[src/rtl/mmio_interconnect.sv]
// mmio_interconnect: single-outstanding MMIO router from one CPU port to
// NUM_SLAVES slaves, decoded on cpu_addr[31:24], with exec-permission check,
// per-access timeout and a sticky first-error status.
//
// Ports:
//   clk, rst_n                 clock, synchronous active-low reset
//   cpu_valid, cpu_instr       CPU request strobe / instruction-fetch flag
//   cpu_addr, cpu_wdata        request address / write data
//   cpu_wstrb                  byte strobes (0 = read)
//   cpu_ready, cpu_rdata       one-cycle completion pulse / response data
//   force_trap                 forces an error response for the sampled request
//   slv_cs                     one-hot slave select, high only while accessing
//   slv_addr/wdata/wstrb       request fields latched at acceptance
//   slv_rdata, slv_ready       per-slave read data (32 bits each) / ready
//   err_clear                  clears the sticky error status
//   err_flag, err_cause        sticky error flag / cause (0 trap,1 miss,2 exec,3 timeout)
//   err_addr                   address of the first recorded error
module mmio_interconnect #(
  parameter int unsigned                 NUM_SLAVES     = 4,
  parameter logic [8*NUM_SLAVES-1:0]     SLAVE_PREFIXES = {8'hC3, 8'hC2, 8'hC1, 8'hC0},
  parameter logic [NUM_SLAVES-1:0]       EXEC_MASK      = 4'b0011,
  parameter logic [15:0]                 TIMEOUT        = 16'd255,
  parameter logic [31:0]                 ERR_RDATA      = 32'h0
) (
  input  logic                       clk,
  input  logic                       rst_n,
  input  logic                       cpu_valid,
  input  logic                       cpu_instr,
  input  logic [31:0]                cpu_addr,
  input  logic [31:0]                cpu_wdata,
  input  logic [3:0]                 cpu_wstrb,
  output logic                       cpu_ready,
  output logic [31:0]                cpu_rdata,
  input  logic                       force_trap,
  output logic [NUM_SLAVES-1:0]      slv_cs,
  output logic [31:0]                slv_addr,
  output logic [31:0]                slv_wdata,
  output logic [3:0]                 slv_wstrb,
  input  logic [32*NUM_SLAVES-1:0]   slv_rdata,
  input  logic [NUM_SLAVES-1:0]      slv_ready,
  input  logic                       err_clear,
  output logic                       err_flag,
  output logic [1:0]                 err_cause,
  output logic [31:0]                err_addr
);

  localparam int unsigned SEL_W = (NUM_SLAVES > 1) ? $clog2(NUM_SLAVES) : 1;

  localparam logic [1:0] CAUSE_TRAP    = 2'd0;
  localparam logic [1:0] CAUSE_MISS    = 2'd1;
  localparam logic [1:0] CAUSE_EXEC    = 2'd2;
  localparam logic [1:0] CAUSE_TIMEOUT = 2'd3;

  typedef enum logic [1:0] {IDLE, ACCESS, RESP} state_t;

  state_t                 state, state_nxt;
  logic [SEL_W-1:0]       sel, sel_nxt;
  logic [15:0]            cnt, cnt_nxt;
  logic [NUM_SLAVES-1:0]  cs_nxt;
  logic [31:0]            addr_nxt, wdata_nxt, rdata_nxt;
  logic [3:0]             wstrb_nxt;
  logic                   ready_nxt;
  logic                   flag_nxt;
  logic [1:0]             cause_nxt;
  logic [31:0]            eaddr_nxt;

  // Address decode; scanning high to low lets the lowest matching index win.
  logic                   dec_hit;
  logic                   dec_exec;
  logic [SEL_W-1:0]       dec_sel;
  logic [NUM_SLAVES-1:0]  dec_onehot;

  always_comb begin
    dec_hit    = 1'b0;
    dec_exec   = 1'b0;
    dec_sel    = '0;
    dec_onehot = '0;
    for (int i = NUM_SLAVES - 1; i >= 0; i--) begin
      if (cpu_addr[31:24] == SLAVE_PREFIXES[8*i +: 8]) begin
        dec_hit       = 1'b1;
        dec_exec      = EXEC_MASK[i];
        dec_sel       = SEL_W'(i);
        dec_onehot    = '0;
        dec_onehot[i] = 1'b1;
      end
    end
  end

  // Response mux for the slave selected by the in-flight transaction.
  logic        sel_ready;
  logic [31:0] sel_rdata;

  always_comb begin
    sel_ready = 1'b0;
    sel_rdata = '0;
    for (int i = 0; i < NUM_SLAVES; i++) begin
      if (sel == SEL_W'(i)) begin
        sel_ready = slv_ready[i];
        sel_rdata = slv_rdata[32*i +: 32];
      end
    end
  end

  // Next-state and next-output logic.
  logic        err_evt;
  logic [1:0]  err_code;
  logic [31:0] err_at;

  always_comb begin
    state_nxt = state;
    sel_nxt   = sel;
    cnt_nxt   = cnt;
    cs_nxt    = '0;
    addr_nxt  = slv_addr;
    wdata_nxt = slv_wdata;
    wstrb_nxt = slv_wstrb;
    rdata_nxt = cpu_rdata;
    ready_nxt = 1'b0;
    err_evt   = 1'b0;
    err_code  = CAUSE_TRAP;
    err_at    = slv_addr;
    flag_nxt  = err_flag;
    cause_nxt = err_cause;
    eaddr_nxt = err_addr;

    unique case (state)
      IDLE: begin
        if (cpu_valid) begin
          addr_nxt  = cpu_addr;
          wdata_nxt = cpu_wdata;
          wstrb_nxt = cpu_wstrb;
          err_at    = cpu_addr;
          if (force_trap || !dec_hit || (cpu_instr && !dec_exec)) begin
            err_evt   = 1'b1;
            err_code  = force_trap ? CAUSE_TRAP :
                        !dec_hit   ? CAUSE_MISS : CAUSE_EXEC;
            rdata_nxt = ERR_RDATA;
            ready_nxt = 1'b1;
            state_nxt = RESP;
          end else begin
            sel_nxt   = dec_sel;
            cnt_nxt   = '0;
            cs_nxt    = dec_onehot;
            state_nxt = ACCESS;
          end
        end
      end
      ACCESS: begin
        if (sel_ready) begin
          rdata_nxt = sel_rdata;
          ready_nxt = 1'b1;
          state_nxt = RESP;
        end else if (cnt == TIMEOUT - 16'd1) begin
          err_evt   = 1'b1;
          err_code  = CAUSE_TIMEOUT;
          rdata_nxt = ERR_RDATA;
          ready_nxt = 1'b1;
          state_nxt = RESP;
        end else begin
          cnt_nxt = cnt + 16'd1;
          cs_nxt  = slv_cs;
        end
      end
      RESP: state_nxt = IDLE;
      default: state_nxt = IDLE;
    endcase

    // Sticky status: first error kept, but a clear in the same cycle lets the new one in.
    if (err_clear) flag_nxt = 1'b0;
    if (err_evt && (!err_flag || err_clear)) begin
      flag_nxt  = 1'b1;
      cause_nxt = err_code;
      eaddr_nxt = err_at;
    end
  end

  // State and output registers.
  always_ff @(posedge clk) begin
    if (!rst_n) begin
      state     <= IDLE;
      sel       <= '0;
      cnt       <= '0;
      slv_cs    <= '0;
      slv_addr  <= '0;
      slv_wdata <= '0;
      slv_wstrb <= '0;
      cpu_rdata <= '0;
      cpu_ready <= 1'b0;
      err_flag  <= 1'b0;
      err_cause <= '0;
      err_addr  <= '0;
    end else begin
      state     <= state_nxt;
      sel       <= sel_nxt;
      cnt       <= cnt_nxt;
      slv_cs    <= cs_nxt;
      slv_addr  <= addr_nxt;
      slv_wdata <= wdata_nxt;
      slv_wstrb <= wstrb_nxt;
      cpu_rdata <= rdata_nxt;
      cpu_ready <= ready_nxt;
      err_flag  <= flag_nxt;
      err_cause <= cause_nxt;
      err_addr  <= eaddr_nxt;
    end
  end

endmodule

[config.mk]
export PLATFORM = sky130hd
export DESIGN_NAME = mmio_interconnect
export DESIGN_NICKNAME = d
export VERILOG_FILES = /design/src/rtl/mmio_interconnect.sv
export SDC_FILE = /design/constraint.sdc
export NUM_CORES = 1
export LEC_CHECK = 0
export BUFFER_PORTS_ARGS = -buffer_cell sky130_fd_sc_hd__clkbuf_2
export CAP_MARGIN = 40
export CORE_ASPECT_RATIO = 1.25
export CORE_MARGIN = 10
export CORE_UTILIZATION = 30
export CTS_BUF_LIST = sky130_fd_sc_hd__clkbuf_8
export DETAILED_ROUTE_END_ITERATION = 16
export SLEW_MARGIN = 10
export SYNTH_ARGS = -nofsm -noshare
export SYNTH_HDL_FRONTEND = slang
export SYNTH_SLANG_ARGS = --single-unit
[constraint.sdc]
create_clock -name clk -period 2.05 [get_ports clk]
set_input_delay 0.3075 -clock clk [delete_from_list [all_inputs] [get_ports clk]]
set_output_delay 0.3075 -clock clk [all_outputs]
set_load 0.03 [all_outputs]
# Yosys cells after proc, flatten, opt, wreduce, memory -nomap -nowiden
# Cells that the tools add are included.
[word_totals] ff_bits=160 input_bits=206 output_inout_bits=140 elab_cells=106
[classes] addsub=1 eq_ne=15 muxes=60 bitwise=1 reduce_logical=17
[op_table] cell="2-to-1 mux 32 bit" n=10
[op_table] cell="2-to-1 mux 16 bit" n=4
[op_table] cell="case mux 32 bit (2 select lines)" n=1
[op_table] cell="== test 8 bit (second input constant)" n=4
[op_table] cell="2-to-1 mux 4 bit" n=8
[op_table] cell="case mux 16 bit (2 select lines)" n=1
[op_table] cell="2-to-1 mux 2 bit" n=14
[op_table] cell="2-to-1 mux 1 bit" n=17
[op_table] cell="adder 16 x 1 -> 16 bit (second input constant)" n=1
[op_table] cell="== test 16 x 8 -> 1 bit (second input constant)" n=1
[op_table] cell="inequality test 2 bit (second input constant)" n=5
[op_table] cell="case mux 2 bit (2 select lines)" n=2
[op_table] cell="case mux 4 bit (2 select lines)" n=1
[op_table] cell="AND reduction 5 bit" n=1
[op_table] cell="== test 2 x 1 -> 1 bit (second input constant)" n=2
[op_table] cell="== test 2 bit (second input constant)" n=2
[op_table] cell="zero test 2 bit" n=2
[op_table] cell="case mux 1 bit (2 select lines)" n=2
[op_table] cell="AND reduction 2 bit" n=2
[op_table] cell="AND reduction 4 bit" n=1
[op_table] cell="nonzero test 2 bit" n=2
[op_table] cell="zero test 1 bit" n=3
[op_table] cell="logical OR 1 bit" n=3
[op_table] cell="inequality test 3 bit (second input constant)" n=1
[op_table] cell="other kinds (3)" n=4

# Longest topological paths before layout
# Gate-level depths: netlist of run 1.
[logic_depth] word_depth=13 mapped_depth=9 ltp_nobuf=7

# Worst setup path before layout of run 1
# No wires, ideal clock.
[synth_path] path_type="reg2reg" from="reg cnt[11]" to="reg err_addr[10]" setup_ps=117 arrival_ps=1874 required_ps=1933 path_slack_ps=60 stages_incl_launch_ff=7 path_buffers=1 period_less_slack_ps=1990 cell_sequence="dfxtp_1 or4_4 nor4_4 a21o_1 a21oi_2 buf_2 a22o_1"
[synth_between] elab_chain_cells=5
[synth_rtl] item="start, declared" line="58" rtl="logic [15:0] cnt, cnt_nxt;"
[synth_rtl] item="start signal, assigned" line="195" rtl="cnt <= cnt_nxt;"
[synth_rtl] item="== test 16 x 8 -> 1 bit" line="153" rtl="end else if (cnt == TIMEOUT - 16'd1) begin"
[synth_rtl] item="2-to-1 mux 1 bit" line="153"
[synth_rtl] item="2-to-1 mux 1 bit" line="149" rtl="if (sel_ready) begin"
[synth_rtl] item="case mux 1 bit (2 select lines)" line="126" rtl="unique case (state)"
[synth_rtl] item="logical AND 1 bit" line="170" rtl="if (err_evt && (!err_flag || err_clear)) begin"
[synth_rtl] item="end signal, assigned" line="204" rtl="err_addr <= eaddr_nxt;"
[synth_rtl] item="end, declared" line="44" rtl="output logic [31:0] err_addr"
# Every way passes these cells.
# A chain may end at the register's enable or synchronous reset.

# Final worst setup path of run 1
[layout_path] from="reg cnt[1]" to="reg err_addr[6]"
# The elaborated chain is that of the path after synthesis.

==> flow_summary.json, run 1 <==
{
  "via_per_inst": 4.80,
  "grt_max_degree": 69,
  "relSlewSlack": 0.477,
  "top_layer": "met4",
  "antenna_found_initial": 1,
  "synth_common_cells": "178 x nand2_1, 160 x dfxtp_1, 74 x a21oi_1",
  "vdd_drop_max_v": 0.000375,
  "synth_seq_cells": 160,
  "clkTransAtPathRegs_ns": 0.09,
  "path_class": "reg2reg",
  "yosysSeqAreaShare": 0.487,
  "synth_most_common_cell": "nand2_1",
  "drv_cap": 0,
  "ys_warn_count": 0,
  "dpl.hpwl_mm": 19.1,
  "async_flop_share": 0,
  "ys.flop_type": "dfxtp_1",
  "crit_fanout": 32,
  "nFillCells": 2210,
  "drc": 0,
  "grt_pass1_vias": 6507,
  "setup_viol": 0,
  "grt_overflow_total": 0,
  "port_buffers": 345,
  "core_mm2": 0.0215,
  "vias": 6425,
  "tightest_slew_ns": 0.784,
  "rrSetupSlack_ns": 0.1,
  "cts.path.max_buffers": 2,
  "clk_latency_ns": 0.44,
  "wl_met3_mm": 2.15,
  "row_count": 60,
  "netlist_area_mm2": 0.00658,
  "crit_end": "err_addr[6]$_SDFFE_PN0P_",
  "power.total_w": 0.00658,
  "first_pass_iters": 4,
  "cp.arrival_ns": 2.27,
  "fin_nets": 1254,
  "grt_pass1_wl_mm": 37.1,
  "drtIter0Drc": 250,
  "die_y_um": 186,
  "die_w_um": 152,
  "yosys.area.top_type_share": 0.487,
  "fin_setup_tns_ns": 0,
  "drt-met1-wl_mm": 9.77,
  "min_path_type": "in2reg",
  "pin_count": 346,
  "cp.required_ns": 2.37,
  "fin_skew_ns": 0.0157,
  "syn-num-nets": 914,
  "cts-root-buf": "clkbuf_8",
  "syn_to_final_growth_pct": 38.7,
  "r2r-start": "cnt[1]$_SDFFE_PN0P_",
  "cp-start-kind": "flop",
  "place_congestion": 0.842,
  "wire_per_inst_um": 18.3,
  "synth_area_leaders": "dfxtp_1 49%, mux4_2 11%, nand2_1 10%, a21oi_1 5.6%, a22o_1 4.3%",
  "yosysTopAreaCell": "dfxtp_1",
  "rsz0062_at_grt": "no",
  "syn_inst": 706,
  "end_kind": "flop",
  "p_leak_nw": 4.16,
  "r2r_cells": 7,
  "period_minus_slack_ns": 1.95,
  "hold_viol": 0,
  "cts-buffers-inserted": 17,
  "p_per_area_mw_per_mm2": 721,
  "avgSynthCellArea_um2": 9.31,
  "crit_path_start": "cnt[1]$_SDFFE_PN0P_",
  "reg2reg_to": "err_addr[6]$_SDFFE_PN0P_",
  "synth_enable_flop_cells": 0,
  "status": "finished clean",
  "initial_utilization": 0.305,
  "cts_hold_buf": 0,
  "drtAntennaViolNets": 0,
  "cts_sinks": 160,
  "dr_wl_met2_mm": 12.1,
  "min_period_over_period": 0.952,
  "grt_usage": 0.163,
  "synth_cell_types": 52,
  "clock.fmax_mhz": 512,
  "final_layout_size_suffix_gt1_frac": 0.431,
  "wl_mm": 24.5,
  "h-tree-depth": 4,
  "die_area_mm2": 0.0283,
  "cts_tree": "done",
  "maxSlewViolCount": 0
}
[worst min-delay path by stage]
stage / end / slack [ns] / depth (start not counted) / start
3_3_place_gp: slv_wdata[13]$_SDFFE_PN0P_ / 0.44 / 2 / slv_wdata[13]$_SDFFE_PN0P_
2_1_floorplan: slv_wdata[0]$_SDFFE_PN0P_ / 0.44 / 2 / cpu_wdata[0]
4_1_cts: slv_wdata[13]$_SDFFE_PN0P_ / 0.03 / 3 / cpu_wdata[13]
6_report: slv_wdata[18]$_SDFFE_PN0P_ / 0.07 / 3 / cpu_wdata[18]
5_1_grt: slv_wdata[15]$_SDFFE_PN0P_ / 0.05 / 3 / cpu_wdata[15]
3_5_place_dp: slv_wdata[29]$_SDFFE_PN0P_ / 0.45 / 2 / slv_wdata[29]$_SDFFE_PN0P_
[cell families after synthesis]
logic type | after synthesis | synth area share
compound gates | 152 | 0.146
xor+xnor | 13 | 0.0173
fa+ha+maj | 2 | 0.00381
buf+inv | 88 | 0.0565
flops | 160 | 0.487
mux | 38 | 0.119
simple gates | 253 | 0.170
[metrics by stage]
step                      std cells  setup slack [ns]  hold slack, ns  utilization  area [um^2]
final                          1339            0.0979          0.0733        0.423         9120
after global routing           1338            0.0133          0.0456        0.423         9120
after CTS                      1338            0.0153          0.0327        0.422         9090
after detailed placement       1306          -0.00361           0.446        0.404         8700
after global placement         1306            0.0217           0.440        0.404         8700
after floorplan                 706            0.0596           0.444            -         6580
[layout by cell type, fill, tap and decap left out, drive strengths merged, types with 23 or more instances in the layout]
| cell type | n |
|---|---|
| nor2 | 23 |
| buf | 29 |
| a21oi | 75 |
| a22o | 32 |
| mux4 | 32 |
| inv | 40 |
| o22ai | 33 |
| dfxtp | 160 |
| clkbuf | 365 |
| nand2 | 178 |
[where the power goes]
group / leakage [nW] / total, W / switching, W / internal [W]
clock: 0.191 / 0.00227 / 0.00121 / 0.00106
sequential: 1.30 / 0.00329 / 0.0000635 / 0.00323
combinational: 2.66 / 0.00103 / 0.000637 / 0.000388
total: 4.16 / 0.00658 / 0.00191 / 0.00468
[flip-flops by register name (all words and copies together), names as in the netlist]
| name | flops |
|---|---|
| slv_wdata | 32 |
| cpu_rdata | 32 |
| cnt | 16 |
| cpu_ready | 1 |
| state | 2 |
| sel | 2 |
| slv_addr | 32 |
| err_cause | 2 |
| slv_wstrb | 4 |
| slv_cs | 4 |
| err_addr | 32 |
| err_flag | 1 |
[worst max-delay path, stage by stage, from the launching register on]
cell and delay, ns:
dfxtp_1 0.44, ha_1 0.19, nand4b_1 0.16, nor4_4 0.33, a21o_1 0.21, a21oi_2 0.08, buf_12 0.19, a22o_1 0.24
[timing repair]
item                                    CTS  global route
endpoints found under the setup margin    1            79
pin swaps                                 0             2
setup buffers                             0             0
gates resized for setup                   1             7
[per-layer routing]
layer  vias to the layer above  track usage
met3                        24       0.0630
met5                         -            0
met4                         0       0.0493
met1                      3001        0.183
met2                       259        0.282
li1                       3141            -
[final cells by class]
type / instances / area, um^2 / share of cell area
inverter: 35 / 131 / 0.0144
tap: 279 / 349 / 0.0383
clock buffer: 20 / 275 / 0.0302
antenna: 1 / 2.50 / 0.000274
sequential: 160 / 3210 / 0.351
clock inverter: 12 / 108 / 0.0118
multi-input combinational: 458 / 3040 / 0.333
timing repair buffer: 374 / 2010 / 0.220
No activity file was read; power rests on OpenSTA's default activity.
==> inputs of run 2 (changes only) <==
--- a/config.mk
+++ b/config.mk
@@ -12,6 +12,8 @@
 export CORE_UTILIZATION = 30
 export CTS_BUF_LIST = sky130_fd_sc_hd__clkbuf_8
 export DETAILED_ROUTE_END_ITERATION = 16
+export GPL_ROUTABILITY_DRIVEN = 0
+export RECOVER_POWER = 100
 export SLEW_MARGIN = 10
 export SYNTH_ARGS = -nofsm -noshare
 export SYNTH_HDL_FRONTEND = slang
==> run 2 against run 1 <==
Effect of this change: power down 0.49%; flip-flop and latch count is the same; largest cell class unchanged; sequential power about the same; critical endpoint unchanged; final cell count is the same; wire length increased by 0.21%; highest routed layer unchanged; first-iteration DRC count increased by 12%.
==> flow_summary.json, run 2 (synthesis gave the netlist of run 1 again) <==
{
  "status": "finished clean",
  "cts_tree": "done",
  "p_per_area_mw_per_mm2": 733,
  "setup_ws_ns": 0.0962,
  "clock.fmax_mhz": 512,
  "cts-root-buf": "clkbuf_8",
  "core_mm2": 0.0215,
  "fin_nets": 1254,
  "postCtsSetupRepairBufs": 0,
  "clkTransAtPathRegs_ns": 0.09,
  "port_buffers": 345,
  "row_count": 60,
  "rsz0062_at_grt": "no",
  "grt_max_degree": 69,
  "met3_usage": 0.0630,
  "fin_util": 0.415,
  "drc": 0,
  "pin_count": 346,
  "met1_usage": 0.183,
  "cp.arrival_ns": 2.28,
  "use_met2": 0.282,
  "maxSlewViolCount": 0,
  "cp-start-kind": "flop",
  "vdd_drop_max_v": 0.000375,
  "dpl.hpwl_mm": 19.1,
  "drtIter0Drc": 279,
  "seq_area_mm2": 0.00321,
  "grt_pass1_wl_mm": 37.1,
  "grt_usage": 0.163,
  "syn_to_final_growth_pct": 35.9,
  "wl_mm": 24.5,
  "multi_input_area_mm2": 0.00304,
  "final_cell_mix": "207 x clkbuf_2, 178 x nand2_1, 158 x dfxtp_1, 142 x clkbuf_1, 74 x a21oi_1",
  "cp.required_ns": 2.37,
  "initial_utilization": 0.305,
  "period_minus_slack_ns": 1.95,
  "die_y_um": 186,
  "end_kind": "flop",
  "relSlewSlack": 0.488,
  "nFillCells": 2274,
  "final_common_cell": "clkbuf_2",
  "place_ws_ns": -0.00361,
  "cts_hold_buf": 0,
  "cts-buffers-inserted": 17,
  "busiest_layer": "met2",
  "setup_viol": 0,
  "drtAntennaViolNets": 0,
  "die_w_um": 152,
  "p_leak_nw": 3.68,
  "first_pass_iters": 4,
  "fin_skew_ns": 0.0155,
  "hold_viol": 0,
  "wire_per_inst_um": 18.3,
  "cts_sinks": 160,
  "path_class": "reg2reg",
  "grt_pass1_vias": 6507,
  "via_per_inst": 4.80,
  "die_area_mm2": 0.0283,
  "antenna_found_initial": 1,
  "min_period_over_period": 0.953,
  "cts.path.max_buffers": 2,
  "drv_cap": 0,
  "vias": 6423,
  "grt_overflow_total": 0,
  "min_path_type": "in2reg",
  "clk_latency_ns": 0.44,
  "final_layout_size_suffix_gt1_frac": 0.296,
  "crit_fanout": 32,
  "h-tree-depth": 4,
  "tightest_slew_ns": 0.769,
  "fin_setup_tns_ns": 0
}
==> run 2: cell count changes in the layout (fill, tap and decap cells not counted) <==
cell | before | now
clkbuf_1 | 0 | 142
clkbuf_2 | 345 | 207
buf_4 | 23 | 16
clkbuf_4 | 0 | 3
nor2_1 | 22 | 23
nor2_2 | 1 | 0
==> run 2: through the flow <==
step           power (W)  area (um^2)  instances  hold WS, ns
6_report         0.00655         8930       1339       0.0743
5_1_grt          0.00688         8930       1338       0.0456
3_3_place_gp     0.00439         8700       1306        0.440
3_5_place_dp     0.00440         8700       1306        0.446
2_1_floorplan    0.00394         6580        706        0.444
4_1_cts          0.00671         9090       1338       0.0327
==> run 2: layout make-up <==
| class | instances | share of cell area |
|---|---|---|
| repair buffers | 374 | 0.204 |
| diodes | 1 | 0.000280 |
| multi-input cells | 458 | 0.340 |
| flip-flops and latches | 160 | 0.359 |
| clock buffers | 20 | 0.0308 |
| well taps | 279 | 0.0391 |
| clock inverters | 12 | 0.0120 |
| inverters | 35 | 0.0147 |
==> run 2: worst paths after layout <==
kind,from,endpoint,slack [ns],cells past startpoint
max,cnt[1]$_SDFFE_PN0P_,err_addr[6]$_SDFFE_PN0P_,0.1,7
min reg2reg,slv_wdata[12]$_SDFFE_PN0P_,slv_wdata[12]$_SDFFE_PN0P_,0.46,2
min,cpu_wdata[18],slv_wdata[18]$_SDFFE_PN0P_,0.07,3
max reg2reg,cnt[1]$_SDFFE_PN0P_,err_addr[6]$_SDFFE_PN0P_,0.1,7
==> run 2: what timing repair did <==
| action | CTS | global route |
|---|---|---|
| pin swaps | 0 | 2 |
| endpoints found under the setup margin | 1 | 79 |
| gates resized for setup | 1 | 7 |
==> run 2: power by group <==
group	total (W)	switching (W)	leakage (nW)	internal, W
clock	0.00226	0.00120	0.191	0.00106
combinational	0.000995	0.000638	2.18	0.000357
sequential	0.00329	0.0000631	1.30	0.00323
==> run 2: worst max-delay path: stages, from the launching register on <==
cell	delay [ns]
dfxtp_1	0.44
ha_1	0.19
nand4b_1	0.16
nor4_4	0.33
a21o_1	0.21
a21oi_2	0.09
buf_12	0.19
a22o_1	0.24
==> run 2: metal layers <==
layer,wire (um),up-vias
met5,0,-
met4,411,0
met3,2020,20
met2,12200,248
met1,9930,3017
li1,-,3138
==> inputs of run 3 (changes only) <==
==> constraint.sdc (replaced) <==
create_clock -name clk -period 2.05 [get_ports clk]
set_input_delay 0.205 -clock clk [delete_from_list [all_inputs] [get_ports clk]]
set_output_delay 0.205 -clock clk [all_outputs]
set_load 0.03 [all_outputs]
==> run 3 against run 2 <==
Effect of this change: power up 2.1%; flip-flop and latch count unchanged; clock skew about the same; clock-buffer cell count grew 1; setup slack barely moved; critical path type is now in2reg.
==> flow_summary.json, run 3 (synthesis gave the netlist of run 1 again) <==
{
  "wl_mm": 25.1,
  "p_comb_frac": 0.164,
  "fin_setup_tns_ns": 0,
  "cts-buffers-inserted": 17,
  "r2r_cells": 6,
  "power_switching_w": 0.00193,
  "grt_overflow_total": 0,
  "fin_nets": 1313,
  "clockPowerShare": 0.344,
  "switching_share": 0.288,
  "cts_sinks": 160,
  "drc": 0,
  "setup_viol": 0,
  "tightest_slew_ns": 0.768,
  "worstHoldStart": "cpu_addr[26]",
  "vdd_drop_max_v": 0.000423,
  "first_pass_iters": 4,
  "antenna_found_initial": 0,
  "cts.path.max_buffers": 2,
  "row_count": 60,
  "die_w_um": 152,
  "clkTransAtPathRegs_ns": 0.09,
  "path_class": "in2reg",
  "diodes": 0,
  "dp_cells": 1303,
  "stdcell_count": 1396,
  "hold_end": "slv_addr[26]$_SDFF_PN0_",
  "wire_per_inst_um": 17.9,
  "p_per_area_mw_per_mm2": 700,
  "nFillCells": 2160,
  "p_leak_nw": 3.95,
  "final_cell_mix": "205 x clkbuf_2, 178 x nand2_1, 157 x dfxtp_1, 141 x clkbuf_1, 74 x a21oi_1",
  "final_layout_size_suffix_gt1_frac": 0.279,
  "h-tree-depth": 4,
  "min_path_type": "in2reg",
  "grt_pass1_wl_mm": 38.6,
  "hold_viol": 0,
  "period_minus_slack_ns": 1.95,
  "crit_fanout": 19,
  "rsz0062_at_grt": "no",
  "clk_latency_ns": 0.45,
  "vias": 6645,
  "rrSetupSlack_ns": 0.11,
  "p_int_w": 0.00476,
  "drv_cap": 0,
  "maxSlewViolCount": 0,
  "place_ws_ns": 0.0464,
  "core_mm2": 0.0215,
  "hold-path-cell-count": 3,
  "min_period_over_period": 0.953,
  "via_per_inst": 4.76,
  "fin_skew_ns": 0.0159,
  "grt_max_degree": 69,
  "cp-start-kind": "input port",
  "reg2reg_to": "err_addr[2]$_SDFFE_PN0P_",
  "port_buffers": 345,
  "dpl.hpwl_mm": 18.7,
  "syn_to_final_growth_pct": 45.3,
  "end_kind": "flop",
  "initial_utilization": 0.305,
  "grt_pass1_vias": 6891,
  "die_y_um": 186,
  "relSlewSlack": 0.488,
  "die_area_mm2": 0.0283,
  "final_common_cell": "clkbuf_2",
  "cp.arrival_ns": 2.30,
  "cp.required_ns": 2.39,
  "status": "finished clean",
  "cts-root-buf": "clkbuf_8",
  "setup_ws_ns": 0.0963,
  "cts_tree": "done",
  "grt_usage": 0.170,
  "pin_count": 346,
  "clock.fmax_mhz": 512,
  "seqPwrFrac": 0.492,
  "drtAntennaViolNets": 0,
  "r2r-start": "state[1]$_SDFFE_PN0P_",
  "drtIter0Drc": 349,
  "whs_ns": 0.0401
}
[run 3: cell count changes in the layout (fill, tap and decap cells not counted), moves of 2 or more]
cell | before | now
clkbuf_2 | 207 | 205
clkbuf_4 | 3 | 0
clkinv_4 | 1 | 5
buf_12 | 5 | 7
dlygate4sd3_1 | 0 | 62
nor4_1 | 2 | 4
clkinvlp_4 | 4 | 1
nor4_2 | 3 | 1
[run 3: how the worst max path moves through the flow]
stage                                            to                   from  cells past startpoint  slack, ns
after global routing      cpu_rdata[1]$_SDFFE_PN0P_    cnt[2]$_SDFFE_PN0P_                      7       0.01
after CTS                  err_addr[2]$_SDFFE_PN0P_  state[1]$_SDFFE_PN0P_                      6       0.02
after detailed placement       cnt[15]$_SDFFE_PN0P_  state[0]$_SDFFE_PN0P_                      5       0.05
final                      err_addr[2]$_SDFFE_PN0P_           cpu_addr[27]                      8        0.1
after global placement         cnt[15]$_SDFFE_PN0P_  state[0]$_SDFFE_PN0P_                      5       0.04
after floorplan           err_addr[10]$_SDFFE_PN0P_   cnt[11]$_SDFFE_PN0P_                      6       0.06
[run 3: routing by layer]
metal | GRT usage | share of wire | vias to the layer above | wire, um
li1 | - | - | 3255 | -
met1 | 0.189 | 0.40 | 3093 | 9990
met2 | 0.297 | 0.50 | 270 | 12500
met3 | 0.0628 | 0.081 | 27 | 2030
met4 | 0.0500 | 0.020 | 0 | 490
met5 | 0 | 0 | - | 0
[run 3: cell type report]
| type | instances | area [um^2] | share of cell area |
|---|---|---|---|
| clock buffers | 21 | 289 | 0.0303 |
| clock inverters | 10 | 103 | 0.0107 |
| inverters | 35 | 131 | 0.0138 |
| multi-input cells | 458 | 3020 | 0.316 |
| flip-flops and latches | 160 | 3210 | 0.336 |
| well taps | 279 | 349 | 0.0365 |
| repair buffers | 433 | 2450 | 0.257 |
[run 3: repair_timing]
action | in CTS | in global routing
setup endpoints to repair | 0 | 77
endpoints found under the hold margin | 62 | 0
buffers inserted | 0 | 0
hold buffers | 62 | 0
gates resized for setup | 0 | 7
[run 3: per-stage QoR]
stage,instance area [um^2],utilization,total power (W)
finish,9550,0.443,0.00669
global route,9550,0.443,0.00704
CTS,9710,0.451,0.00683
detailed placement,8700,0.404,0.00440
global placement,8700,0.404,0.00439
floorplan,6580,-,0.00394
[run 3: power by group through the flow]
stage	Clock (W)	Combinational [W]	Sequential [W]
6_report	0.00230	0.00110	0.00329
2_1_floorplan	0	0.000341	0.00359
3_5_place_dp	0	0.00104	0.00336
5_1_grt	0.00254	0.00119	0.00331
3_3_place_gp	0	0.00103	0.00336
4_1_cts	0.00240	0.00114	0.00329
[run 3: worst max-delay path, cell delays in order]
cell,delay [ns]
dlygate4sd3_1,0.54
clkbuf_2,0.12
nor4_2,0.40
a31oi_2,0.21
a21o_1,0.23
and2_2,0.22
buf_12,0.16
a22o_1,0.20
